--- src/rtl/seq_divider_addsub_pkg.sv ---
// Shared encodings and constants for the sequential restoring divider.
package seq_divider_addsub_pkg;

  localparam logic [1:0] ST_IDLE = 2'd0;
  localparam logic [1:0] ST_BUSY = 2'd1;
  localparam logic [1:0] ST_DONE = 2'd2;

  typedef enum logic [1:0] {
    StIdle = ST_IDLE,
    StBusy = ST_BUSY,
    StDone = ST_DONE
  } state_e;

  // Quotient reported on divide-by-zero; sliced to the operand width by users.
  localparam logic [31:0] DBZ_QUOTIENT = '1;

endpackage

--- src/rtl/seq_divider_addsub_div_trial_sub.sv ---
// N-bit trial subtractor a - b built as the add/sub datapath with M tied to 1
// (b inverted, carry-in 1), carries produced by two-level lookahead.
module div_trial_sub #(
  parameter int unsigned N = 5
) (
  input  logic [N-1:0] a,
  input  logic [N-1:0] b,
  output logic [N-1:0] diff,
  output logic         no_borrow
);

  logic [N-1:0] b_inv;
  logic [N-1:0] p;
  logic [N-1:0] g;
  logic [N:0]   c;

  assign b_inv = ~b;
  assign p     = a ^ b_inv;
  assign g     = a & b_inv;

  // Each carry is expanded from g/p terms and the carry-in, not from c[i].
  always_comb begin
    logic pp;
    c    = '0;
    pp   = 1'b0;
    c[0] = 1'b1;
    for (int i = 0; i < int'(N); i++) begin
      c[i+1] = g[i];
      pp     = p[i];
      for (int j = i - 1; j >= 0; j--) begin
        c[i+1] = c[i+1] | (pp & g[j]);
        pp     = pp & p[j];
      end
      c[i+1] = c[i+1] | pp;
    end
  end

  assign diff      = p ^ c[N-1:0];
  assign no_borrow = c[N];

endmodule

--- src/rtl/seq_divider_addsub.sv ---
// Multi-cycle restoring divider, one quotient bit per clock, valid/ready on both sides.
// Define SEQ_DIVIDER_SIGNED_EN for two's-complement operands (one extra cycle of latency).
module seq_divider_addsub
  import seq_divider_addsub_pkg::*;
#(
  parameter int unsigned W  = 4,
  parameter int unsigned CW = 6
) (
  input  logic         clk,
  input  logic         rst,
  input  logic         in_valid,
  output logic         in_ready,
  input  logic [W-1:0] dividend,
  input  logic [W-1:0] divisor,
  output logic         out_valid,
  input  logic         out_ready,
  output logic [W-1:0] quotient,
  output logic [W-1:0] remainder,
  output logic         div_by_zero
);

  state_e        state_q, state_d;
  logic [CW-1:0] cnt_q, cnt_d;
  logic [W:0]    rem_q, rem_d;
  logic [W-1:0]  quo_q, quo_d;
  logic [W-1:0]  dvs_q, dvs_d;
  logic          out_valid_q, out_valid_d;
  logic [W-1:0]  quotient_q, quotient_d;
  logic [W-1:0]  remainder_q, remainder_d;
  logic          dbz_q, dbz_d;

  logic [W-1:0]  op_a;
  logic [W-1:0]  op_b;
  logic [2*W:0]  rq_shift;
  logic [W:0]    trial_diff;
  logic          trial_ok;
  logic [W:0]    rem_next;
  logic [W-1:0]  quo_next;

`ifdef SEQ_DIVIDER_SIGNED_EN
  logic q_neg_q, q_neg_d;
  logic r_neg_q, r_neg_d;
  logic fix_q, fix_d;

  assign op_a = dividend[W-1] ? (~dividend + W'(1)) : dividend;
  assign op_b = divisor[W-1]  ? (~divisor + W'(1))  : divisor;
`else
  assign op_a = dividend;
  assign op_b = divisor;
`endif

  // The top bit of R falls off the shift; it is always zero since R < divisor.
  assign rq_shift = {rem_q, quo_q} << 1;

  div_trial_sub #(
    .N(W + 1)
  ) u_trial (
    .a        (rq_shift[2*W:W]),
    .b        ({1'b0, dvs_q}),
    .diff     (trial_diff),
    .no_borrow(trial_ok)
  );

  assign rem_next = trial_ok ? trial_diff : rq_shift[2*W:W];
  assign quo_next = rq_shift[W-1:0] | W'(trial_ok);

  always_comb begin
    state_d     = state_q;
    cnt_d       = cnt_q;
    rem_d       = rem_q;
    quo_d       = quo_q;
    dvs_d       = dvs_q;
    out_valid_d = out_valid_q;
    quotient_d  = quotient_q;
    remainder_d = remainder_q;
    dbz_d       = dbz_q;
`ifdef SEQ_DIVIDER_SIGNED_EN
    q_neg_d     = q_neg_q;
    r_neg_d     = r_neg_q;
    fix_d       = fix_q;
`endif

    unique case (state_q)
      StIdle: begin
        if (in_valid) begin
          if (divisor == '0) begin
            state_d     = StDone;
            out_valid_d = 1'b1;
            quotient_d  = DBZ_QUOTIENT[W-1:0];
            remainder_d = dividend;
            dbz_d       = 1'b1;
          end else begin
            state_d = StBusy;
            rem_d   = '0;
            quo_d   = op_a;
            dvs_d   = op_b;
            cnt_d   = CW'(W);
`ifdef SEQ_DIVIDER_SIGNED_EN
            q_neg_d = dividend[W-1] ^ divisor[W-1];
            r_neg_d = dividend[W-1];
`endif
          end
        end
      end

      StBusy: begin
        rem_d = rem_next;
        quo_d = quo_next;
        cnt_d = cnt_q - CW'(1);
        if (cnt_q == CW'(1)) begin
          state_d = StDone;
`ifdef SEQ_DIVIDER_SIGNED_EN
          fix_d       = 1'b1;
`else
          out_valid_d = 1'b1;
          quotient_d  = quo_next;
          remainder_d = rem_next[W-1:0];
          dbz_d       = 1'b0;
`endif
        end
      end

      StDone: begin
`ifdef SEQ_DIVIDER_SIGNED_EN
        // Sign correction happens in the first DONE cycle, before out_valid.
        if (fix_q) begin
          fix_d       = 1'b0;
          out_valid_d = 1'b1;
          quotient_d  = q_neg_q ? (~quo_q + W'(1)) : quo_q;
          remainder_d = r_neg_q ? (~rem_q[W-1:0] + W'(1)) : rem_q[W-1:0];
          dbz_d       = 1'b0;
        end else
`endif
        if (out_valid_q && out_ready) begin
          state_d     = StIdle;
          out_valid_d = 1'b0;
        end
      end

      default: state_d = StIdle;
    endcase
  end

  always_ff @(posedge clk) begin
    if (rst) begin
      state_q     <= StIdle;
      cnt_q       <= '0;
      rem_q       <= '0;
      quo_q       <= '0;
      dvs_q       <= '0;
      out_valid_q <= 1'b0;
      quotient_q  <= '0;
      remainder_q <= '0;
      dbz_q       <= 1'b0;
    end else begin
      state_q     <= state_d;
      cnt_q       <= cnt_d;
      rem_q       <= rem_d;
      quo_q       <= quo_d;
      dvs_q       <= dvs_d;
      out_valid_q <= out_valid_d;
      quotient_q  <= quotient_d;
      remainder_q <= remainder_d;
      dbz_q       <= dbz_d;
    end
  end

`ifdef SEQ_DIVIDER_SIGNED_EN
  always_ff @(posedge clk) begin
    if (rst) begin
      q_neg_q <= 1'b0;
      r_neg_q <= 1'b0;
      fix_q   <= 1'b0;
    end else begin
      q_neg_q <= q_neg_d;
      r_neg_q <= r_neg_d;
      fix_q   <= fix_d;
    end
  end
`endif

  assign in_ready    = (state_q == StIdle);
  assign out_valid   = out_valid_q;
  assign quotient    = quotient_q;
  assign remainder   = remainder_q;
  assign div_by_zero = dbz_q;

endmodule

--- config.mk ---
export PLATFORM = sky130hd
export DESIGN_NAME = seq_divider_addsub
export DESIGN_NICKNAME = d
export VERILOG_FILES = /design/src/rtl/seq_divider_addsub_pkg.sv /design/src/rtl/seq_divider_addsub_div_trial_sub.sv /design/src/rtl/seq_divider_addsub.sv
export SDC_FILE = /design/constraint.sdc
export NUM_CORES = 1
export LEC_CHECK = 0
export CAP_MARGIN = 20
export CORE_MARGIN = 1.5
export CORE_UTILIZATION = 45
export DETAILED_ROUTE_END_ITERATION = 7
export PLACE_DENSITY = 0.72
export SYNTH_ARGS = -nofsm -noshare
export SYNTH_HDL_FRONTEND = slang
export SYNTH_HIERARCHICAL = 1
export SYNTH_SLANG_ARGS = --single-unit
--- constraint.sdc ---
create_clock -name clk -period 1.8 [get_ports clk]
set_input_delay 0.36 -clock clk [delete_from_list [all_inputs] [get_ports clk]]
set_output_delay 0.36 -clock clk [all_outputs]
set_load 0.05 [all_outputs]
==> run summary <==
Core ar. - 3360 um^2
DRT Pass-1 Iters - 4
Maximum number of pins on one net before global-route repair - 18
I/O Pins - 23
Leakage - 0.884 nW
Crit end category - register
Hold Vio Cnt, Final - 0
CTS tree - built
Max clock buf depth - 2
Crit-path max FO - 8
DR WL/cell - 14.6 um
Clock transition at path regs - 0.10 ns
Vias per inst - 5.48
Max cap viols - 0
Antenna-violating nets left - 0
Clk root buf - clkbuf_4
Mapped Area - 1600 um^2
Clock power share - 22.5%
Via Count - 1485
CP Class - in2reg
Worst EP arrival - 2.02 ns
First-pass GRT wire length - 6.38 mm
Final GP Congestion - 0.877
Post-DP HPWL - 2.78 mm
Layout area overhead - 38.6%
Initial antenna violation count - 0
Tcrit/Tclk final - 97.7%
Worst Skew - 0.0145 ns
Hold WS - 0.437 ns
Area of the multi-input gates - 1090 um^2
Rows - 21
RSZ-0062 raised after global routing - yes
Syn Nets - 209
Tot GR Track Use - 20.8%
Final setup vio count - 0
Sw power - 0.892 mW
Ant diodes - 0
Max-slew violation count - 0
Flop pwr share - 35.6%
Clock net sink count - 30
H-Tree Depth - 2
Vias in the first global route - 1420
Layout Nets - 245
Status - completed
Critical Path RT - 2.06 ns
Sw Share - 37.6%
IO Port Bufs - 22
Routed WL - 3.95 mm
Cell Pwr Density - 1070 nW/um^2
Logic pwr share - 41.9%
CP Launch Type - input pin
Total grt overflow - 0
Die area - 3920 um^2
Initial core utilization - 47.5%
Worst vdd ir - 611 uV
Starting DRT DRC Count - 70
Total CTS buffers - 5
Type of the worst min-delay path - in2reg
Drt drc - 0
Max Freq - 568 MHz
Layout fillers - 293
Synth warn - 6
Post-route setup TNS - 0 ns
Die X-Extent - 62.6 um
Share of layout cells above drive strength 1 - 35.6%
Register area - 609 um^2
Final min period - 1.76 ns
Clock latency on the worst-skew pair - 0.34 ns
Int Pwr - 1.48 mW
Design Power - 2.37 mW
Die height - 62.6 um
Mapped Cells - 188
Mean area per synthesized cell - 8.51 um^2
## routing by layer
metal / routed length [um] / GRT usage (%) / vias up
li1: - / - / 738
met1: 1710 / 23.7 / 708
met2: 2000 / 36.6 / 28
met3: 144 / 7.39 / 11
met4: 89 / 5.83 / 0
met5: 0 / 0 / -
## sequential cells by signal, summed over array words and instances, names as in the netlist
signal and cells:
cnt_q 6, div_by_zero 1, dvs_q 4, out_valid 1
quo_q 4, quotient 4, rem_q 4, remainder 4
state_q 2
## through the flow
stage	area (um^2)	util, %	std cells	setup slack, ns
finish	2220	65.9	271	0.0410
detailed placement	1930	57.3	262	-0.397
CTS	2040	60.8	271	-0.00137
floorplan	1600	-	188	0.0145
global route	2220	65.9	271	-0.00516
global placement	1930	57.3	262	-0.317
## what timing repair did
item                       4_1_cts  5_1_grt
gates resized for setup         13       37
setup buffers                    1        0
hold buffers                     0        0
setup endpoints to repair       12       14
pin swaps                        6       14
## critical path, cell delays in order
cell	delay (ns)
clkdlybuf4s50_1	0.43
or4_4	0.57
a21oi_4	0.28
a21oi_1	0.12
a311oi_2	0.26
## power by group through the flow
stage / Clock, mW / Combinational, mW / Sequential, mW
final: 0.534 / 0.995 / 0.844
after global routing: 0.578 / 1.08 / 0.855
after CTS: 0.534 / 0.867 / 0.836
after detailed placement: 0 / 0.834 / 0.847
after global placement: 0 / 0.810 / 0.845
after floorplan: 0 / 0.486 / 0.934
## final timing paths
path / startpoint / end / slack [ns] / cells after the start
max: divisor[2] / remainder[2] / 0.04 / 5
min: divisor[1] / dvs_q[1] / 0.44 / 3
max reg2reg: quo_q[3] / remainder[2] / 0.05 / 8
min reg2reg: cnt_q[5] / cnt_q[5] / 0.49 / 2
## layout make-up
cell class	count	share of cell area [%]
inverters	11	1.98
clock inverters	3	1.81
repair buffers	39	15.2
multi-input cells	137	49.2
clock buffers	5	1.69
flip-flops and latches	30	27.5
well taps	46	2.60
## cell usage in the layout, fill, tap and decap left out, types with 2 or more instances in the layout
cell type / n
a21o_4: 2
a21oi_1: 17
a21oi_2: 3
a311oi_1: 4
a311oi_2: 4
buf_4: 25
buf_6: 2
clkbuf_4: 5
clkdlybuf4s50_1: 9
clkinv_2: 2
dfxtp_1: 23
dfxtp_2: 7
dlygate4sd2_1: 2
ha_1: 4
ha_4: 5
inv_1: 9
mux2_4: 4
mux2i_1: 4
nand2_1: 16
nand2_4: 3
nand2b_1: 3
nand3_1: 3
nor2_1: 18
nor3_1: 6
nor4_1: 4
o211ai_1: 2
o21ai_0: 2
xor2_1: 5
No activity file was read; power rests on OpenSTA's default activity.
